$ cat src/rtl/spram_ctrl.sv
// spram_ctrl: valid/ready request initiator for a registered single-port RAM, optional clear via SPRAM_CTRL_CLEAR_EN
module spram_ctrl #(
  parameter int WD = 8,
  parameter int AD = 4,
  parameter int CLEAR_VAL = 0
) (
  input  logic          clk,
  input  logic          rst,
  input  logic          req_valid,
  output logic          req_ready,
  input  logic          req_we,
  input  logic [AD-1:0] req_addr,
  input  logic [WD-1:0] req_wdata,
  output logic          rsp_valid,
  output logic [WD-1:0] rsp_rdata,
  output logic [AD-1:0] rsp_addr,
  output logic          busy,
  output logic          mem_cs_n,
  output logic          mem_w_r_n,
  output logic [AD-1:0] mem_addr,
  output logic [WD-1:0] mem_din,
  input  logic [WD-1:0] mem_dout
);
  localparam logic [0:0] S_CLEAR = 1'b0;
  localparam logic [0:0] S_RUN   = 1'b1;
  logic [0:0]    state;
  logic          acc;
  logic          v0, v1;
  logic [AD-1:0] a0, a1;
  assign req_ready = state == S_RUN;
  assign acc = req_valid & req_ready;
  assign busy = (state == S_CLEAR) | v0 | v1;
`ifdef SPRAM_CTRL_CLEAR_EN
  logic [AD-1:0] cnt;
  // sweep every address once after reset, then serve requests forever
  always_ff @(posedge clk or posedge rst) begin
    if (rst) begin
      state <= S_CLEAR;
      cnt   <= '0;
    end else if (state == S_CLEAR) begin
      cnt <= cnt + 1'b1;
      if (cnt == {AD{1'b1}}) state <= S_RUN;
    end
  end
`else
  assign state = S_RUN;
`endif
  // drive the spram port: clear writes, accepted requests, or deselect
  always_ff @(posedge clk or posedge rst) begin
    if (rst) begin
      mem_cs_n  <= 1'b1;
      mem_w_r_n <= 1'b0;
      mem_addr  <= '0;
      mem_din   <= '0;
`ifdef SPRAM_CTRL_CLEAR_EN
    end else if (state == S_CLEAR) begin
      mem_cs_n  <= 1'b0;
      mem_w_r_n <= 1'b1;
      mem_addr  <= cnt;
      mem_din   <= WD'(CLEAR_VAL);
`endif
    end else if (acc) begin
      mem_cs_n  <= 1'b0;
      mem_w_r_n <= req_we;
      mem_addr  <= req_addr;
      if (req_we) mem_din <= req_wdata;
    end else begin
      mem_cs_n <= 1'b1;
    end
  end
  // track reads through the spram latency and capture data two edges after accept
  always_ff @(posedge clk or posedge rst) begin
    if (rst) begin
      v0        <= 1'b0;
      v1        <= 1'b0;
      a0        <= '0;
      a1        <= '0;
      rsp_valid <= 1'b0;
      rsp_rdata <= '0;
      rsp_addr  <= '0;
    end else begin
      v0        <= acc & ~req_we;
      a0        <= req_addr;
      v1        <= v0;
      a1        <= a0;
      rsp_valid <= v1;
      if (v1) begin
        rsp_rdata <= mem_dout;
        rsp_addr  <= a1;
      end
    end
  end
endmodule

$ cat config.mk
export PLATFORM = sky130hd
export DESIGN_NAME = spram_ctrl
export DESIGN_NICKNAME = d
export VERILOG_FILES = /design/src/rtl/spram_ctrl.sv
export SDC_FILE = /design/constraint.sdc
export NUM_CORES = 1
export LEC_CHECK = 0
export BUFFER_PORTS_ARGS = -buffer_cell sky130_fd_sc_hd__buf_4
export CELL_PAD_IN_SITES_DETAIL_PLACEMENT = 0
export CELL_PAD_IN_SITES_GLOBAL_PLACEMENT = 1
export CORE_MARGIN = 10
export CORE_UTILIZATION = 37
export DETAILED_ROUTE_END_ITERATION = 6
export PLACE_DENSITY = 0.87
export SETUP_SLACK_MARGIN = 0.5
export SLEW_MARGIN = 5
export SYNTH_ARGS = -nofsm -noshare
export SYNTH_HDL_FRONTEND = slang
export SYNTH_SLANG_ARGS = --single-unit
$ cat constraint.sdc
create_clock -name clk -period 1.44 [get_ports clk]
set_clock_uncertainty 0.1 [all_clocks]
set_input_delay 0.216 -clock clk [delete_from_list [all_inputs] [get_ports clk]]
set_output_delay 0.216 -clock clk [all_outputs]
set_load 0.05 [all_outputs]
### After elaboration in Yosys (flattened, before gate mapping)

Cells that the tools add are included.

* output and inout bits: 29
* flip-flop bits (word level): 37
* input bits: 24
* logic and storage cells: 16

* muxes and demuxes: 1
* reduce and logical (&&, ||, !) cells: 1
* bitwise operators: 3

Operators with widths (count)
* 2-bit AND reduction: 1
* 1-bit AND: 1
* 1-bit 2-to-1 mux: 1
* 1-bit NOT: 1
* 1-bit OR: 1

### Logic depth before layout (Yosys ltp)

Gate-level depths: netlist of run 1.

* depth after elaboration: 2
* depth in mapped cells: 3
* depth with buffers taken out: 2

### Worst setup path after synthesis of run 1

Ideal clock, no wire load.

* path type: register to output
* start: register v1
* end: output busy
* data required time: 1.124 ns
* setup slack: 0.125 ns
* data arrival time: 0.999 ns
* stages on the path, launching flop included: 3
* path buffers: 1
* cell sequence: dfrtp_1 buf_4 or2_2

* cells in the longest elaborated chain, start to end: 1

RTL lines
* start, declared: line 28 `logic v0, v1;`
* start signal, assigned: line 84 `v1 <= v0;`
* 1-bit OR: line 32 `assign busy = (state == S_CLEAR) | v0 | v1;`
* end, declared: line 17 `output logic busy,`

Every way passes these cells.

### Final worst setup path of run 1

Ends and elaborated chain as after synthesis.

==> flow_metrics.env, run 1 <==
export IMPL_fin_nets=177
export IMPL_vias=856
export IMPL_maxSlewViolCount=0
export IMPL_status="complete, but fails checks"
export IMPL_clk_pin_slew_ps=100
export IMPL_ys_seq_area_share_pct=71.6
export IMPL_initial_utilization_pct=38.5
export IMPL_synth_top_area_share_pct=69.6
export IMPL_wl_per_cell_um=16.5
export IMPL_grt_total_usage_pct=10.5
export IMPL_leakagePower_nw=1.09
export IMPL_cts_hold_buf=6
export IMPL_diodes=0
export IMPL_drv_cap=0
export IMPL_fp_row_count=21
export IMPL_wirelength_um=3300
export IMPL_hold_ws_ps=-235
export IMPL_io_buffers=51
export IMPL_grt_max_degree=22
export IMPL_clk_path_buf_depth=2
export IMPL_drc_errors=0
export IMPL_cp_num_buf_inv=1
export IMPL_max_stage_delay_ps=420
export IMPL_rsz0062_at_grt="true"
export IMPL_clk_latency_ps=330
export IMPL_crit_required_ps=1120
export IMPL_hold_path_class="in2async"
export IMPL_core_area_um2=3360
export IMPL_crit_family="flip-flops"
export IMPL_synthTopCellsByCount="dfrtp_1, mux2_2, mux2_4"
export IMPL_grt_pass1_vias=975
export IMPL_peakVddDrop_uv=771
export IMPL_synth_main_ff_cell="dfrtp_1"
export IMPL_fin_crit_ps=1440
export IMPL_final_layout_size_suffix_gt1_share_pct=79.2
export IMPL_cts_sinks=37
export IMPL_synthTopCellsByArea="dfrtp_1, mux2_2, mux2_4"
export IMPL_overflow=0
export IMPL_yosysMostFrequentCell="dfrtp_1"
export IMPL_layout_setup_ws_ps=-1.07
export IMPL_worstSetupEndpointType="output pin"
export IMPL_violations="hold timing, setup timing"
export IMPL_die_w_um=79.2
export IMPL_synth_edf_count=0
export IMPL_ys_types=12
export IMPL_synth_top_cell_by_area="dfrtp_1"
export IMPL_setup_viol=1
export IMPL_cts_tree="yes"
export IMPL_stdcell_count=200
export IMPL_path_cells="or2_4 > buf_6"
export IMPL_ant_nets=0
export IMPL_cts_buffers=5
export IMPL_syn_num_nets=96
export IMPL_syn_area_um2=1290
export IMPL_root_buffer="clkbuf_4"
export IMPL_ys_seq_elements=37
export IMPL_viasPerCell=4.28
export IMPL_die_area_um2=6270
export IMPL_fmax_mhz=694
export IMPL_yosysWarningCount=0
export IMPL_hold_viol=15
export IMPL_dp_cells=168
export IMPL_drt_iter0_markers=15
export IMPL_syn2layout_area_growth_pct=74.3
export IMPL_arrival_ps=1130
export IMPL_hpwl_um=2180
export IMPL_grt_pass1_wl_um=5040
export IMPL_syn_area_per_cell_um2=18.0
export IMPL_detail_route_first_pass_iterations=4
export IMPL_ios=53
export IMPL_place_gp_congestion=0.699
export IMPL_worst_path_max_delay_cell="dfrtp_2"
export IMPL_cp_start_kind="flop"
export IMPL_antenna_found_initial=0
export IMPL_syn_instance_count=72
export IMPL_min_period_over_period_pct=100
export IMPL_critPathKind="reg2out"
export IMPL_h_tree_depth=2
export IMPL_worst_path_max_fanout=2
export IMPL_final_core_util_pct=67.1
export IMPL_fp_dieH_um=79.2
export IMPL_cellPowerDensity_nw_per_um2=1240
export IMPL_synthArstFlopShare_pct=100
metrics by stage:
stage / hold slack [ps] / setup TNS (ps) / setup WS, ps / power, W / cell area [um^2]
final: -235 / -1.07 / -1.07 / 0.00281 / 2260
after floorplan: 74.8 / 0 / 267 / 0.00176 / 1330
after global routing: -241 / -60.3 / -60.3 / 0.00294 / 2260
after detailed placement: 136 / 0 / 209 / 0.00203 / 1760
after CTS: -242 / -20.8 / -20.8 / 0.00275 / 2130
after global placement: 128 / 0 / 243 / 0.00202 / 1760
logic make-up after synthesis:
logic type / share of synthesized area, %
simple gates: 1.64
buf+inv: 2.90
flops: 71.6
mux: 23.2
compound gates: 0.386
other cells: 0.290
where the power goes:
| part | total [W] | internal, W | switching (W) |
|---|---|---|---|
| Combinational | 0.00104 | 0.000509 | 0.000533 |
| Sequential | 0.00126 | 0.00117 | 0.0000922 |
| Clock | 0.000506 | 0.000190 | 0.000316 |
worst register-to-register path, stage by stage, from the launching register on:
cell and delay, ps:
dfrtp_2 420, buf_4 130, buf_6 120, buf_6 130, mux2_4 300
metal layers:
metal  vias up  track usage, %  share of wire [%]  routed length [um]
met5         -               0                  0                   0
met4         0            4.30               0.70                  23
met3         2            5.52                8.1                 267
met2        34            17.9                 54                1780
met1       424            10.5                 37                1230
li1        396               -                  -                   -
repair_timing:
| item | CTS | global route |
|---|---|---|
| resized for setup | 52 | 16 |
| endpoints found under the setup margin | 40 | 44 |
| buffers inserted | 8 | 9 |
| cloned | 1 | 0 |
| endpoints found under the hold margin | 29 | 25 |
state kept, by name, indices dropped and copies added (netlist names):
| register | cells |
|---|---|
| mem_addr | 4 |
| rsp_valid | 1 |
| mem_din | 8 |
| mem_w_r_n | 1 |
| v0 | 1 |
| rsp_addr | 4 |
| a1 | 4 |
| a0 | 4 |
| rsp_rdata | 8 |
| mem_cs_n | 1 |
| v1 | 1 |
final timing paths:
path	end	slack, ps	cells past startpoint	from
min	rsp_valid	-240	2	rst
min in group clk	mem_din[7]	10	2	req_wdata[7]
max	busy	-1	2	v1
max in group asynchronous	mem_din[5]	1040	3	rst
min reg2reg	a1[2]	260	0	a0[2]
max reg2reg	rsp_rdata[2]	130	4	v1
cell usage in the layout, fill, tap and decap left out:
cell type,n
buf_12,1
buf_4,33
buf_6,20
buf_8,17
clkbuf_1,2
clkbuf_4,5
clkinv_2,1
clkinvlp_4,1
conb_1,1
dfrtp_1,19
dfrtp_2,17
dfstp_2,1
dlygate4sd3_1,6
inv_1,2
mux2_2,4
mux2_4,20
nand2_4,1
nor2_1,1
o21ai_0,1
or2_4,1
area by class of cell:
cell class	count	area (um^2)
clock buffer	7	45.0
inverter	3	15.0
tap	46	57.6
sequential	37	948
fill	256	1110
multi-input combinational	29	378
timing repair buffer	77	808
clock inverter	1	5.00
(Power assumes the default switching activity.)
==> run 2, diff against run 1 <==
--- a/config.mk
+++ b/config.mk
@@ -13,3 +13,4 @@
 export DETAILED_ROUTE_END_ITERATION = 6
-export PLACE_DENSITY = 0.87
+export GPL_TIMING_DRIVEN = 0
+export PLACE_DENSITY_LB_ADDON = 0.1
 export SETUP_SLACK_MARGIN = 0.5
==> constraint.sdc (replaced) <==
create_clock -name clk -period 1.44 [get_ports clk]
set_clock_uncertainty 0.1 [all_clocks]
set_input_delay 0.288 -clock clk [delete_from_list [all_inputs] [get_ports clk]]
set_output_delay 0.288 -clock clk [all_outputs]
set_load 0.05 [all_outputs]
==> flow_metrics.env, run 2 (synthesis gave the netlist of run 1 again) <==
export IMPL_maxSlewViolCount=0
export IMPL_register_area_um2=960
export IMPL_final_cell_mix="buf_8, buf_4, dfrtp_2"
export IMPL_leakagePower_nw=1.06
export IMPL_initial_utilization_pct=38.5
export IMPL_cts_buffers=5
export IMPL_dp_cells=168
export IMPL_fin_crit_ps=1600
export IMPL_antenna_found_initial=0
export IMPL_drc_errors=0
export IMPL_cellPowerDensity_nw_per_um2=1250
export IMPL_wirelength_um=2840
export IMPL_fmax_mhz=624
export IMPL_ant_nets=0
export IMPL_clk_path_buf_depth=2
export IMPL_detail_route_first_pass_iterations=3
export IMPL_final_layout_size_suffix_gt1_share_pct=84.2
export IMPL_root_buffer="clkbuf_4"
export IMPL_status="complete, but fails checks"
export IMPL_grt_pass1_wl_um=4730
export IMPL_clk_pin_slew_ps=100
export IMPL_rsz0062_at_grt="true"
export IMPL_hold_ws_ps=-20.9
export IMPL_crit_required_ps=1050
export IMPL_ios=53
export IMPL_fin_nets=169
export IMPL_fillers=254
export IMPL_arrival_ps=1220
export IMPL_relSlewSlack_pct=49.0
export IMPL_overflow=0
export IMPL_hpwl_um=1960
export IMPL_fp_row_count=21
export IMPL_setup_viol=1
export IMPL_max_stage_delay_ps=400
export IMPL_grt_total_usage_pct=9.75
export IMPL_worstSetupEndpointType="output pin"
export IMPL_critPathKind="reg2out"
export IMPL_drt_iter0_markers=32
export IMPL_place_area_um2=1790
export IMPL_path_cells="buf_6 > or2_4 > buf_8"
export IMPL_peakVddDrop_uv=701
export IMPL_tightestPinTransition_ps=763
export IMPL_grt_pass1_vias=961
export IMPL_worst_path_max_fanout=2
export IMPL_io_buffers=50
export IMPL_tns_ps=-164
export IMPL_cp_start_kind="flop"
export IMPL_core_area_um2=3360
export IMPL_diodes=0
export IMPL_min_period_over_period_pct=111
export IMPL_multi_input_area_um2=375
export IMPL_crit_family="flip-flops"
export IMPL_fp_dieH_um=79.2
export IMPL_syn2layout_area_growth_pct=75.5
export IMPL_worst_path_max_delay_cell="dfrtp_1"
export IMPL_clk_latency_ps=330
export IMPL_fin_area_um2=2270
export IMPL_die_area_um2=6270
export IMPL_die_w_um=79.2
export IMPL_cts_sinks=37
export IMPL_mostFrequentLayoutCell="buf_8"
export IMPL_h_tree_depth=2
export IMPL_hold_viol=36
export IMPL_wl_per_cell_um=14.8
export IMPL_viasPerCell=4.22
export IMPL_layout_setup_ws_ps=-164
export IMPL_regToRegStartpoint="v1"
export IMPL_stdcell_count=192
export IMPL_largestRegisters="mem_din: 8 flops, rsp_rdata: 8 flops"
export IMPL_crit_path_start="v1"
export IMPL_drv_cap=0
export IMPL_cts_tree="yes"
export IMPL_violations="hold timing, setup timing"
export IMPL_place_gp_congestion=0.666
export IMPL_grt_max_degree=38
export IMPL_hold_path_class="in2async"
export IMPL_vias=810
export IMPL_cp_num_buf_inv=2
export IMPL_post_place_ws_ps=44.7
[run 2: per-layer routing]
metal	track usage, %	wire length [um]
met1	9.84	990
met2	14.6	1400
met3	8.00	403
met4	3.76	44
met5	0	0
[run 2: worst register-to-register path, cell delays in order, from the launching register on]
cell and delay (ps):
dfrtp_1 400, buf_6 120, buf_4 120, buf_6 120
buf_8 130, mux2_4 290
[run 2: final timing paths]
| kind | to | slack [ps] | cells after the start |
|---|---|---|---|
| min in group clk | mem_w_r_n | 50 | 2 |
| max in group asynchronous | mem_din[5] | 800 | 2 |
| min | rsp_rdata[4] | -20 | 2 |
| min reg2reg | a1[0] | 260 | 0 |
| max reg2reg | rsp_rdata[5] | 50 | 5 |
| max | busy | -160 | 3 |
[run 2: report_power, final]
group	switching [W]	total (W)	internal (W)
Combinational	0.000517	0.00102	0.000507
Clock	0.000312	0.000553	0.000241
Sequential	0.0000964	0.00127	0.00117
Total	0.000925	0.00285	0.00192
[run 2: cell type report]
| class | count | share of cell area (%) |
|---|---|---|
| Clock buffer | 8 | 2.59 |
| Timing Repair Buffer | 66 | 33.8 |
| Multi-Input combinational cell | 29 | 16.5 |
| Sequential cell | 37 | 42.2 |
| Inverter | 3 | 0.661 |
| Buffer | 3 | 1.71 |
| Tap cell | 46 | 2.53 |
[run 2: timing repair]
| action | CTS | global route |
|---|---|---|
| gates resized for setup | 61 | 13 |
| cloned | 1 | 0 |
| hold buffers | 5 | 1 |
| setup endpoints to repair | 40 | 43 |
| endpoints found under the hold margin | 5 | 1 |
| setup buffers | 6 | 3 |
[run 2: stage by stage]
stage	power (W)	util (%)	hold WS [ps]
after CTS	0.00284	65.5	0.404
after detailed placement	0.00204	53.2	239
after global placement	0.00202	53.2	235
final	0.00285	67.6	-20.9
after floorplan	0.00178	-	146
after global routing	0.00300	67.6	10.2
